<file path="config.mk">
export PLATFORM = sky130hd
export DESIGN_NAME = fft_ctrl
export DESIGN_NICKNAME = d
export VERILOG_FILES = /design/src/rtl/fft_pkg.sv /design/src/rtl/fft_agu.sv /design/src/rtl/fft_ctrl.sv
export SDC_FILE = /design/constraint.sdc
export NUM_CORES = 1
export LEC_CHECK = 0
export CAP_MARGIN = 20
export CORE_ASPECT_RATIO = 1.1
export CORE_MARGIN = 4
export CORE_UTILIZATION = 49
export DETAILED_ROUTE_END_ITERATION = 10
export GPL_ROUTABILITY_DRIVEN = 0
export PLACE_DENSITY = 0.76
export SYNTH_ARGS = -nofsm -noshare
export SYNTH_HDL_FRONTEND = slang
export SYNTH_SLANG_ARGS = --single-unit
</file>
<file path="constraint.sdc">
create_clock -name clk -period 3.1 [get_ports clk]
set_input_delay 0.31 -clock clk [delete_from_list [all_inputs] [get_ports clk]]
set_output_delay 0.31 -clock clk [all_outputs]
set_load 0.01 [all_outputs]
</file>
<file path="src/rtl/fft_pkg.sv">
// Shared definitions for the radix-2 FFT controller: default sizes, FSM
// state encoding and the bit-reverse helper used for load addressing.
package fft_pkg;

    localparam int FFT_ADDR_WIDTH = 5;
    localparam int FFT_BFLY_LAT   = 2;
    localparam int FFT_MAX_AW     = 16;

    typedef enum logic [2:0] {
        S_IDLE       = 3'd0,
        S_LOAD       = 3'd1,
        S_READ       = 3'd2,
        S_CALC       = 3'd3,
        S_WRITE      = 3'd4,
        S_UNLOAD_RD  = 3'd5,
        S_UNLOAD_OUT = 3'd6
    } fft_state_e;

    // Reverses the low w bits of v; bits at or above w come back as zero.
    function automatic logic [FFT_MAX_AW-1:0] bit_reverse(
        input logic [FFT_MAX_AW-1:0] v,
        input int                    w
    );
        logic [FFT_MAX_AW-1:0] r;
        logic [FFT_MAX_AW-1:0] t;
        r = '0;
        t = v;
        for (int i = 0; i < FFT_MAX_AW; i++) begin
            if (i < w) begin
                r = {r[FFT_MAX_AW-2:0], t[0]};
                t = t >> 1;
            end
        end
        return r;
    endfunction

endpackage

</file>
<file path="src/rtl/fft_agu.sv">
// Butterfly address generator: maps (stage, butterfly) to the two operand
// addresses and the twiddle ROM index of an in-place radix-2 DIT FFT.
module fft_agu
    import fft_pkg::*;
#(
    parameter int ADDR_WIDTH = FFT_ADDR_WIDTH
) (
    input  logic [$clog2(ADDR_WIDTH+1)-1:0] stage,
    input  logic [ADDR_WIDTH-2:0]           butterfly,
    output logic [ADDR_WIDTH-1:0]           A_addr,
    output logic [ADDR_WIDTH-1:0]           B_addr,
    output logic [ADDR_WIDTH-2:0]           tw_addr
);

    localparam int STG_W = $clog2(ADDR_WIDTH + 1);
    localparam int TW_W  = ADDR_WIDTH - 1;

    logic [ADDR_WIDTH-1:0] w_b;
    logic [ADDR_WIDTH-1:0] w_span;
    logic [TW_W-1:0]       w_mask;
    logic [TW_W-1:0]       w_low;

    assign w_b    = {1'b0, butterfly};
    assign w_span = ADDR_WIDTH'(1) << stage;
    assign w_mask = TW_W'(w_span - ADDR_WIDTH'(1));
    assign w_low  = butterfly & w_mask;

    // A inserts a zero at bit 'stage' of the butterfly index; B sets it.
    assign A_addr  = ((w_b >> stage) << (stage + STG_W'(1))) | {1'b0, w_low};
    assign B_addr  = A_addr + w_span;
    assign tw_addr = w_low << (STG_W'(TW_W) - stage);

endmodule

</file>
<file path="src/rtl/fft_ctrl.sv">
// In-place radix-2 FFT sequencer: loads N samples in bit-reversed order,
// runs L stages of N/2 butterflies, then unloads results in natural order.
module fft_ctrl
    import fft_pkg::*;
#(
    parameter int ADDR_WIDTH = FFT_ADDR_WIDTH,
    parameter int BFLY_LAT   = FFT_BFLY_LAT
) (
    input  logic                  clk,
    input  logic                  rst,
    input  logic                  start,
    input  logic                  in_valid,
    output logic                  in_ready,
    output logic                  out_valid,
    input  logic                  out_ready,
    output logic [ADDR_WIDTH-1:0] out_idx,
    output logic                  roW,
    output logic                  singlewrite,
    output logic [ADDR_WIDTH-1:0] A_addr,
    output logic [ADDR_WIDTH-1:0] B_addr,
    output logic [ADDR_WIDTH-2:0] tw_addr,
    output logic                  wr_sel,
    output logic                  busy,
    output logic                  done
);

    localparam int STG_W = $clog2(ADDR_WIDTH + 1);
    localparam int LAT_W = (BFLY_LAT > 1) ? $clog2(BFLY_LAT) : 1;

    localparam logic [STG_W-1:0]      STAGE_LAST = STG_W'(ADDR_WIDTH - 1);
    localparam logic [ADDR_WIDTH-2:0] BFLY_LAST  = '1;
    localparam logic [ADDR_WIDTH-1:0] IDX_LAST   = '1;
    localparam logic [LAT_W-1:0]      LAT_LAST   = LAT_W'(BFLY_LAT - 1);

    fft_state_e            r_state;
    fft_state_e            w_next;
    logic [STG_W-1:0]      r_stage;
    logic [ADDR_WIDTH-2:0] r_bfly;
    logic [ADDR_WIDTH-1:0] r_lcnt;
    logic [ADDR_WIDTH-1:0] r_ucnt;
    logic [LAT_W-1:0]      r_lat;
    logic                  r_done;
    logic                  w_done_set;

    logic [ADDR_WIDTH-1:0] w_lrev;
    logic [ADDR_WIDTH-1:0] w_agu_a;
    logic [ADDR_WIDTH-1:0] w_agu_b;
    logic [ADDR_WIDTH-2:0] w_agu_tw;

    assign w_lrev = ADDR_WIDTH'(bit_reverse(FFT_MAX_AW'(r_lcnt), ADDR_WIDTH));

    fft_agu #(
        .ADDR_WIDTH (ADDR_WIDTH)
    ) u_agu (
        .stage     (r_stage),
        .butterfly (r_bfly),
        .A_addr    (w_agu_a),
        .B_addr    (w_agu_b),
        .tw_addr   (w_agu_tw)
    );

    always_ff @(posedge clk) begin
        if (rst) begin
            r_state <= S_IDLE;
            r_stage <= '0;
            r_bfly  <= '0;
            r_lcnt  <= '0;
            r_ucnt  <= '0;
            r_lat   <= '0;
            r_done  <= 1'b0;
        end else begin
            r_state <= w_next;
            r_done  <= w_done_set;
            case (r_state)
                S_IDLE: begin
                    if (start) begin
                        r_stage <= '0;
                        r_bfly  <= '0;
                        r_lcnt  <= '0;
                        r_ucnt  <= '0;
                    end
                end
                S_LOAD: begin
                    if (in_valid) begin
                        r_lcnt <= r_lcnt + 1'b1;
                    end
                end
                S_READ: begin
                    r_lat <= '0;
                end
                S_CALC: begin
                    r_lat <= r_lat + 1'b1;
                end
                S_WRITE: begin
                    // Stage wraps back to 0 after the final butterfly so the
                    // counters are clean for the next run.
                    if (r_bfly == BFLY_LAST) begin
                        r_bfly  <= '0;
                        r_stage <= (r_stage == STAGE_LAST) ? '0 : r_stage + 1'b1;
                    end else begin
                        r_bfly <= r_bfly + 1'b1;
                    end
                end
                S_UNLOAD_OUT: begin
                    if (out_ready) begin
                        r_ucnt <= r_ucnt + 1'b1;
                    end
                end
                default: ;
            endcase
        end
    end

    always_comb begin
        w_next      = r_state;
        w_done_set  = 1'b0;
        in_ready    = 1'b0;
        out_valid   = 1'b0;
        out_idx     = '0;
        roW         = 1'b0;
        singlewrite = 1'b0;
        A_addr      = '0;
        B_addr      = '0;
        tw_addr     = '0;
        wr_sel      = 1'b0;
        case (r_state)
            S_IDLE: begin
                if (start) begin
                    w_next = S_LOAD;
                end
            end
            S_LOAD: begin
                in_ready    = 1'b1;
                roW         = in_valid;
                singlewrite = in_valid;
                A_addr      = w_lrev;
                if (in_valid && (r_lcnt == IDX_LAST)) begin
                    w_next = S_READ;
                end
            end
            S_READ: begin
                A_addr  = w_agu_a;
                B_addr  = w_agu_b;
                tw_addr = w_agu_tw;
                w_next  = S_CALC;
            end
            S_CALC: begin
                A_addr  = w_agu_a;
                B_addr  = w_agu_b;
                tw_addr = w_agu_tw;
                if (r_lat == LAT_LAST) begin
                    w_next = S_WRITE;
                end
            end
            S_WRITE: begin
                roW     = 1'b1;
                wr_sel  = 1'b1;
                A_addr  = w_agu_a;
                B_addr  = w_agu_b;
                tw_addr = w_agu_tw;
                if ((r_bfly == BFLY_LAST) && (r_stage == STAGE_LAST)) begin
                    w_next = S_UNLOAD_RD;
                end else begin
                    w_next = S_READ;
                end
            end
            S_UNLOAD_RD: begin
                A_addr = r_ucnt;
                w_next = S_UNLOAD_OUT;
            end
            S_UNLOAD_OUT: begin
                out_valid = 1'b1;
                out_idx   = r_ucnt;
                A_addr    = r_ucnt;
                if (out_ready) begin
                    if (r_ucnt == IDX_LAST) begin
                        w_next     = S_IDLE;
                        w_done_set = 1'b1;
                    end else begin
                        w_next = S_UNLOAD_RD;
                    end
                end
            end
            default: begin
                w_next = S_IDLE;
            end
        endcase
    end

    assign busy = (r_state != S_IDLE);
    assign done = r_done;

endmodule

</file>
Yosys cells after proc, flatten, opt, wreduce, memory -nomap -nowiden

Cells that the tools add are included.

Add/subtract/negate cells: 8
Equality and inequality tests: 16
Shift-type cells: 4
Mux-type cells: 30
Bitwise gates (word level): 4
Reductions and logical operators: 16

Operators by type and width:

| operator                                                          | number |
|---|---|
| 3-bit 2-to-1 mux                                                  | 9 |
| 5-bit 2-to-1 mux                                                  | 5 |
| 3-bit case mux with 7 select lines                                | 1 |
| 5-bit case mux with 2 select lines                                | 2 |
| 5-bit case mux with 3 select lines                                | 1 |
| 3-bit == test, second input constant                              | 4 |
| 4-bit 2-to-1 mux                                                  | 3 |
| 2-bit inequality test, second input constant                      | 6 |
| 5-bit by 1-bit adder with 5-bit output, second input constant     | 2 |
| 5-bit == test, second input constant                              | 2 |
| 3-bit AND reduction                                               | 3 |
| 4-bit case mux with 2 select lines                                | 1 |
| 2-bit nonzero test                                                | 4 |
| 3-bit by 2-bit == test with 1-bit output, second input constant   | 2 |
| 3-bit case mux with 2 select lines                                | 1 |
| 3-bit OR reduction                                                | 2 |
| 5-bit adder                                                       | 1 |
| 1-bit 2-to-1 mux                                                  | 5 |
| 5-bit by 4-bit OR with 5-bit output                               | 1 |
| 1-bit by 3-bit << shifter with 5-bit output, first input constant | 1 |
| 5-bit by 3-bit << shifter with 5-bit output                       | 1 |
| 4-bit by 3-bit >> shifter with 5-bit output                       | 1 |
| 4-bit by 1-bit adder with 4-bit output, second input constant     | 1 |
| 4-bit AND                                                         | 1 |
| other kinds (15)                                                  | 18 |

Register bits: 22
Input port bits: 5
Output and inout port bits: 26
Logic and storage cells: 85

Longest topological paths before layout

Gate-level depths: netlist of run 1.

Word-level depth: 6
Mapped depth: 14
Depth with buffers taken out: 13

Hierarchy

From an unflattened synthesis of run 1, not the netlist that was laid out.

Cell total of the unflattened synthesis: 269
Area, all modules: 2103.3 um^2

Modules (own cells, without submodules):

| module   | instances | cells an instance | area each (um^2) | seq. area each (um^2) |
|---|---|---|---|---|
| fft_ctrl | 1         | 189               | 1505.2           | 440.4 |
| fft_agu  | 1         | 80                | 598.1            | 0.0 |

Worst setup path before layout of run 1

Ideal clock, no wire load.

Kind: register -> output
Start: register r_stage[0]
End: output port B_addr[4]
Arrival time: 3104 ps
Data required time: 2790 ps
Slack: -314 ps
Stages on the path, launching flop included: 14
Buffers on the path: 1
Cell sequence: dfxtp_1 buf_2 inv_1 ha_1 ha_1 inv_1 ha_1 nand2b_1 o31ai_1 fa_1 and3_1 or3_1 and3_1 mux2_1

Longest elaborated chain between the ends: 6
Elaborated cells on any way between the ends: 9
Those cells by class: 3 x add/sub; 3 x shift; 1 x mux; 2 x bitwise

Ends and longest elaborated chain:

| element                                     | line            | source |
|---|---|---|
| from (decl)                                 | fft_ctrl.sv:37  | `logic [STG_W-1:0] r_stage;` |
| from (signal assigned)                      | fft_ctrl.sv:99  | `r_stage <= (r_stage == STAGE_LAST) ? '0 : r_stage + 1'b1;` |
| 1-bit by 3-bit << shifter with 5-bit output | fft_agu.sv:24   | `assign w_span = ADDR_WIDTH'(1) << stage;` |
| 4-bit by 1-bit subtractor with 4-bit output | fft_agu.sv:25   | `assign w_mask = TW_W'(w_span - ADDR_WIDTH'(1));` |
| 4-bit AND                                   | fft_agu.sv:26   | `assign w_low = butterfly & w_mask;` |
| 5-bit by 4-bit OR with 5-bit output         | fft_agu.sv:29   | `assign A_addr = ((w_b >> stage) << (stage + STG_W'(1))) \| {1'b0, w_low};` |
| 5-bit adder (*)                             | fft_agu.sv:30   | `assign B_addr = A_addr + w_span;` |
| 5-bit 2-to-1 mux (*)                        | fft_ctrl.sv:126 | `case (r_state)` |
| to (decl)                                   | fft_ctrl.sv:20  | `output logic [ADDR_WIDTH-1:0] B_addr,` |

Mark *: on every way between the ends. The rest lies on a longest branch, timed or not.

Worst setup path after layout of run 1

Start: register r_stage[1]
End: output port B_addr[4]

Same word-level chain as after synthesis.

==> reports/qor.csv, run 1 <==
stage;metric;value;unit
pwr;Tot Pwr;0.705;mW
setup_path;critical path arrival;2960;ps
routing;mean number of vias per cell;6.10;
synthesis;Synth top cells by count;nor2_1 (25), dfxtp_1 (22), a21oi_1 (21);
setup_path;sort of element at the end of the critical path;output pin;
global_route;wire length of the first global-routing pass;10800;um
placed_design;port bufs;30;
synthesis;Synth Cell Area;2060;sq um
placed_design;setup slack at placement;-433;ps
pwr;Pwr Density;232;nW/um^2
min_path;Hold/Removal Path Class;flip-flop to flip-flop;
layout;combined area of the multi-input logic cells;1740;sq um
timing;total setup violations reported at the end of the flow;3;
pwr;clock share of power;0.387;
clocking;CTS Buffer Depth;2;
floorplan;die height;76.1;um
global_route;overflow left after global routing;0;
synthesis;number of register bits inferred by synthesis;22;
setup_path;end point of the critical path;B_addr[4];
timing;Worst-Margin Slew;592;ps
global_route;largest net degree at the start of global routing;27;
synthesis;share of flip-flops with an asynchronous set or reset after synthesis;0;
setup_path;RR Startpoint;r_state[0]$_SDFFE_PP0P_;
synthesis;cell taking the most area after synthesis;dfxtp_1;
synthesis;number of standard cells after synthesis;272;
timing;slew margin rel.;0.605;
pwr;Power Internal;0.515;mW
synthesis;part of the Yosys area used for sequential elements;0.213;
floorplan;die boundary width;69.9;um
synthesis;top cells by area in the synthesized netlist;dfxtp_1 (21%), ha_1 (10%), a21oi_1 (5.1%), nor2_1 (4.5%), nand2b_1 (3.3%);
timing;peak clock frequency supported by timing;305;MHz
floorplan;number of placement rows;24;
layout;Diodes inserted;0;
synthesis;flip-flop cell with the highest count after synthesis;dfxtp_1;
floorplan;starting density of the core;0.513;
synthesis;synthesized net count;295;
routing;number of violations reported at the end of detailed-routing iteration 0;207;
setup_path;Crit Path Max Fanout;5;
clocking;CTS H-tree depth;1;
clocking;cts bufs inserted;3;
layout;total area of sequential cells;445;sq um
setup_path;number of cells traversed by the worst register-to-register path;5;
clocking;Clock Sinks;22;
global_route;Tot GR Track Use;0.245;
setup_path;WP data required;2790;ps
setup_path;Critical Path Start Type;flip-flop;
synthesis;post-synth top area share;0.213;
pwr;IR drop worst, VDD;0.309;mV
routing;Post-DRT Antenna Nets;0;
clocking;CTS tree;built;
pwr;leak pwr;1.27;nW
status;failing checks;negative setup slack;
timing;post-layout minimum cycle time;3270;ps
timing;Final TNS setup;-246;ps
placed_design;HPWL after detailed placement;4510;um
floorplan;CORE AREA;4020;sq um
layout;number of inserted filler cells in the final layout;293;
synthesis;most common cell in the netlist;nor2_1;
pwr;net switching component of the power;0.190;mW
pwr;relative contribution of combinational cells to total power;0.182;
layout;share of cells above drive strength 1;0.283;
global_route;number of antenna violations at the first check in global routing;0;
routing;Routed WL per cell;17.4;um
pwr;sequential cell fraction of total power;0.431;
floorplan;Top Ports;31;
flow_run;# Max-Cap Violations;0;
timing;setup clock skew after layout;9.34;ps
clocking;root buffer cell;clkbuf_8;
status;result of the run;complete, but fails checks;
timing;least setup slack across all paths after layout;-174;ps
layout;number of nets in the layout;363;
clocking;Clock transition at path regs;90;ps
synthesis;number of warnings printed during yosys synthesis;0;
timing;Period Utilization, post-route;1.06;
timing;endpoints failing hold;0;
synthesis;post-synthesis average cell area;7.59;sq um
synthesis;number of enable flip-flop cells after synthesis;0;
layout;area grow syn2layout;47.3;%
clocking;hold buffers post-CTS;0;
routing;count of vias placed by the detailed router;2386;
timing;Pins Over Slew Limit;0;
synthesis;distinct cell type count of the synthesized netlist;56;
global_route;vias in the first global route;2277;
setup_path;r2r setup slk;1210;ps
floorplan;overall die area;5320;sq um
routing;First-pass DRT Iterations;5;
setup_path;start-to-end type of the worst setup path;flip-flop to output pin;
routing;drt total wl;6810;um
timing;setup repair after global routing missed its margin;true;
pwr;share of total power consumed by net switching;0.270;
setup_path;endpoint of the worst-slack reg-to-reg timing path;r_state[1]$_SDFFE_PP0P_;
clocking;Worst-Skew Late Latency;270;ps
routing;number of remaining DRC errors;0;
setup_path;first element of the critical path;r_stage[1]$_SDFFE_PP0P_;
through the flow:
stage | cell area (sq um) | util | hold slack [ps] | cells
floorplan | 2110 | - | 379 | 272
global placement | 2710 | 0.674 | 485 | 381
detailed placement | 2710 | 0.674 | 491 | 381
CTS | 2940 | 0.731 | 503 | 390
global route | 3040 | 0.756 | 549 | 391
finish | 3040 | 0.756 | 515 | 391
cells by family (layout without fill, tap and decap cells):
family,Yosys count,count (layout),share of synthesized area
adders and majority gates,18,18,0.113
xor gates and xnor gates,10,10,0.0424
and+or+nand+nor,114,114,0.303
DFF,22,22,0.213
AOI/OAI and AO/OA,73,73,0.232
buffers and inverters,27,94,0.0564
muxes,8,8,0.0400
power by group through the flow:
| stage | registers, mW | logic (mW) | clock network, mW |
|---|---|---|---|
| floorplan | 0.299 | 0.0920 | 0 |
| global placement | 0.310 | 0.122 | 0 |
| detailed placement | 0.310 | 0.125 | 0 |
| CTS | 0.303 | 0.126 | 0.277 |
| global route | 0.305 | 0.140 | 0.297 |
| finish | 0.304 | 0.128 | 0.273 |
layout by cell type, fill, tap and decap left out, types with 6 or more instances in the layout:
| cell type | synthesis | routed |
|---|---|---|
| buf_4 | 0 | 45 |
| clkdlybuf4s50_1 | 0 | 26 |
| nor2_1 | 25 | 24 |
| dfxtp_1 | 22 | 20 |
| a21oi_1 | 21 | 19 |
| nand2_1 | 13 | 13 |
| nand3_1 | 11 | 10 |
| inv_1 | 12 | 9 |
| o21ai_0 | 9 | 9 |
| ha_1 | 17 | 9 |
| nor2b_1 | 9 | 7 |
| and2_1 | 7 | 7 |
| o21ai_1 | 7 | 7 |
| nand2b_1 | 11 | 6 |
| xnor2_1 | 6 | 6 |
cell type report:
class                      count  share of cell area
sequential                    22               0.147
multi-input combinational    223               0.572
timing repair buffer          77               0.219
inverter                      13              0.0173
clock inverter                 1             0.00988
tap                           52              0.0214
clock buffer                   3              0.0136
flip-flops by register name (all words and copies together), names as in the netlist:
| name | flops |
|---|---|
| r_stage | 3 |
| r_lat | 1 |
| r_lcnt | 5 |
| r_state | 3 |
| r_bfly | 4 |
| r_ucnt | 5 |
| done | 1 |
critical path, cell delays in order, from the launching register on:
cell	delay [ps]
dfxtp_2	380
inv_2	70
ha_4	270
nand2b_4	170
a32oi_4	210
a21oi_4	80
a21o_1	200
ha_4	250
a21o_1	160
or3_1	360
and3_1	170
mux2_4	260
buf_6	120
timing repair:
item                                    4_1_cts  5_1_grt
pin swaps                                    14        2
resized for setup                            31       16
buffers inserted                              5        1
hold endpoints to repair                      0        0
endpoints found under the setup margin        5        6
metal layers:
layer	track usage	share of wire	wire, um	vias to the layer above
met5	0	0	0	-
met4	0.0939	0.042	289	0
met3	0.0317	0.071	485	29
met2	0.415	0.48	3300	130
met1	0.312	0.40	2740	1102
li1	-	-	-	1125
how the worst min path moves through the flow:
stage / start / endpoint / slack, ps / cells after the start
6_report: r_lat$_SDFFE_PP0P_ / r_lat$_SDFFE_PP0P_ / 510 / 2
5_1_grt: r_lat$_SDFFE_PP0P_ / r_lat$_SDFFE_PP0P_ / 550 / 2
4_1_cts: r_lat$_SDFFE_PP0P_ / r_lat$_SDFFE_PP0P_ / 500 / 2
3_5_place_dp: r_lat$_SDFFE_PP0P_ / r_lat$_SDFFE_PP0P_ / 490 / 2
3_3_place_gp: r_lat$_SDFFE_PP0P_ / r_lat$_SDFFE_PP0P_ / 490 / 2
2_1_floorplan: rst / r_bfly[2]$_SDFFE_PP0P_ / 380 / 1
No activity file was read; power rests on OpenSTA's default activity.
==> run 2, diff against run 1 <==
--- a/config.mk
+++ b/config.mk
@@ -12,6 +12,7 @@
 export DETAILED_ROUTE_END_ITERATION = 10
 export GPL_ROUTABILITY_DRIVEN = 0
 export PLACE_DENSITY = 0.76
+export SKIP_CTS_REPAIR_TIMING = 1
 export SYNTH_ARGS = -nofsm -noshare
 export SYNTH_HDL_FRONTEND = slang
 export SYNTH_SLANG_ARGS = --single-unit
==> run 2 against run 1 <==
The run still ends with negative setup slack left. Combinational power barely moved. Global-route usage fell by 2.4 points. Worst hold slack got worse by 11 ps. Critical path depth is the same. Sequential share of layout area rose by 0.24 points. Fmax up 0.11%. Clock skew is 3.5 ps lower. Cell area decreased by 1.6%.
==> reports/qor.csv, run 2 (synthesized netlist as in run 1, its figures left out) <==
stage;metric;value;unit;change
placed_design;placed instance area;2710;sq um;unchanged
clocking;cts bufs inserted;3;;unchanged
global_route;overflow left after global routing;0;;unchanged
timing;setup clock skew after layout;5.83;ps;-3.51 ps
clocking;root buffer cell;clkbuf_8;;
timing;setup repair after global routing missed its margin;true;;
layout;area grow syn2layout;44.9;%;
setup_path;critical path arrival;2960;ps;about the same
global_route;largest net degree at the start of global routing;27;;unchanged
floorplan;starting density of the core;0.513;;unchanged
routing;First-pass DRT Iterations;4;;-1
floorplan;number of placement rows;24;;unchanged
timing;Final TNS setup;-201;ps;+44.5 ps
floorplan;Top Ports;31;;unchanged
layout;non-filler cells in the finished layout;389;;-0.51%
layout;share of cells above drive strength 1;0.273;;-0.0102
routing;number of violations reported at the end of detailed-routing iteration 0;238;;+15%
setup_path;start-to-end type of the worst setup path;flip-flop to output pin;;
clocking;CTS Buffer Depth;2;;unchanged
pwr;Pwr Density;237;nW/um^2;+2.1%
routing;Post-DRT Antenna Nets;0;;unchanged
timing;Pins Over Slew Limit;0;;unchanged
routing;drt total wl;6290;um;-7.7%
layout;leading cell types in the layout, fill and taps excluded;buf_4 (45), clkdlybuf4s50_1 (27), nor2_1 (24), dfxtp_1 (20), a21oi_1 (19);;
floorplan;die boundary width;69.9;um;unchanged
layout;number of nets in the layout;361;;-0.55%
setup_path;WP data required;2790;ps;about the same
global_route;peak-usage layer in the global routing report;met2;;
clocking;Worst-Skew Late Latency;270;ps;about the same
timing;Period Utilization, post-route;1.05;;-0.00117
min_path;hold wc startpoint;r_lat$_SDFFE_PP0P_;;
layout;largest registers;r_lcnt (5), r_ucnt (5), r_bfly (4);;
flow_run;# Max-Cap Violations;0;;unchanged
setup_path;Critical Path Start Type;flip-flop;;
layout;fin area;2990;sq um;-1.6%
setup_path;sort of element at the end of the critical path;output pin;;
setup_path;RR Startpoint;r_state[0]$_SDFFE_PP0P_;;
placed_design;port bufs;30;;unchanged
timing;peak clock frequency supported by timing;306;MHz;+0.11%
global_route;Tot GR Track Use;0.221;;-0.0241
timing;Worst-Margin Slew;596;ps;+4.28 ps
floorplan;overall die area;5320;sq um;unchanged
routing;number of remaining DRC errors;0;;unchanged
pwr;IR drop worst, VDD;0.238;mV;-23%
setup_path;Crit Path Max Fanout;9;;+4
global_route;vias in the first global route;2108;;-7.4%
layout;utilization after layout;0.743;;-0.0121
timing;worst hold margin;504;ps;-10.7 ps
status;failing checks;negative setup slack;;
timing;least setup slack across all paths after layout;-170;ps;+3.64 ps
timing;post-layout minimum cycle time;3270;ps;-3.64 ps
global_route;met3 layer usage reported by global route;0.0251;;-0.00660
floorplan;die height;76.1;um;unchanged
min_path;Hold/Removal Path Class;flip-flop to flip-flop;;
status;result of the run;complete, but fails checks;;
placed_design;number of placed instances with taps included;381;;unchanged
global_route;number of antenna violations at the first check in global routing;0;;unchanged
global_route;routing usage on met1;0.305;;-0.00721
floorplan;CORE AREA;4020;sq um;unchanged
clocking;CTS H-tree depth;1;;unchanged
global_route;M2 GR Usage;0.371;;-0.0444
timing;total setup violations reported at the end of the flow;2;;-1
timing;endpoints failing hold;0;;unchanged
clocking;Clock Sinks;22;;unchanged
pwr;Tot Pwr;0.708;mW;+0.44%
timing;slew margin rel.;0.600;;-0.00498
layout;most common cell after layout, fill and taps aside;buf_4;;
clocking;CTS tree;built;;
routing;count of vias placed by the detailed router;2309;;-3.2%
clocking;Clock transition at path regs;90;ps;about the same
layout;Diodes inserted;0;;unchanged
routing;mean number of vias per cell;5.94;;-2.7%
placed_design;setup slack at placement;-433;ps;unchanged
pwr;leak pwr;1.24;nW;-2.2%
global_route;wire length of the first global-routing pass;9870;um;-8.5%
routing;Routed WL per cell;16.2;um;-7.2%
placed_design;HPWL after detailed placement;4510;um;unchanged
setup_path;first element of the critical path;r_stage[1]$_SDFFE_PP0P_;;
[run 2: cell count changes in the layout (fill, tap and decap cells not counted), sizes merged]
| cell | delta |
|---|---|
| buf | -2 |
| clkdlybuf4s15 | -1 |
| clkdlybuf4s50 | +1 |
[run 2: power by group]
group / internal [mW] / total [mW] / leakage [nW] / switching, mW
clock: 0.173 / 0.275 / 0.0357 / 0.103
sequential: 0.288 / 0.303 / 0.179 / 0.0154
combinational: 0.0539 / 0.129 / 1.03 / 0.0750
total: 0.515 / 0.708 / 1.24 / 0.193
[run 2: cell type report]
class / instances / area [sq um]
multi-input combinational: 223 / 1710
fill: 314 / 1030
timing repair buffer: 75 / 644
sequential: 22 / 445
tap: 52 / 65.1
inverter: 13 / 52.6
clock buffer: 3 / 41.3
clock inverter: 1 / 30.0
[run 2: path summary, 6_finish.rpt]
check / end / cells after the start / slack, ps
max reg2reg: r_state[1]$_SDFFE_PP0P_ / 5 / 1250
min reg2reg: r_lat$_SDFFE_PP0P_ / 2 / 500
min: r_lat$_SDFFE_PP0P_ / 2 / 500
max: B_addr[4] / 12 / -170
[run 2: worst max-delay path: stages (launching register included)]
cell,delay [ps]
dfxtp_2,370
buf_4,180
mux2i_2,300
buf_4,160
nor3_1,50
o21bai_1,200
nand2_1,130
ha_4,230
and3_4,180
or3_4,330
and3_4,180
mux2_4,250
buf_6,120
[run 2: routing by layer]
metal | vias to the layer above | wire length [um]
li1 | 1118 | -
met1 | 1072 | 2630
met2 | 100 | 3060
met3 | 19 | 430
met4 | 0 | 161
met5 | - | 0
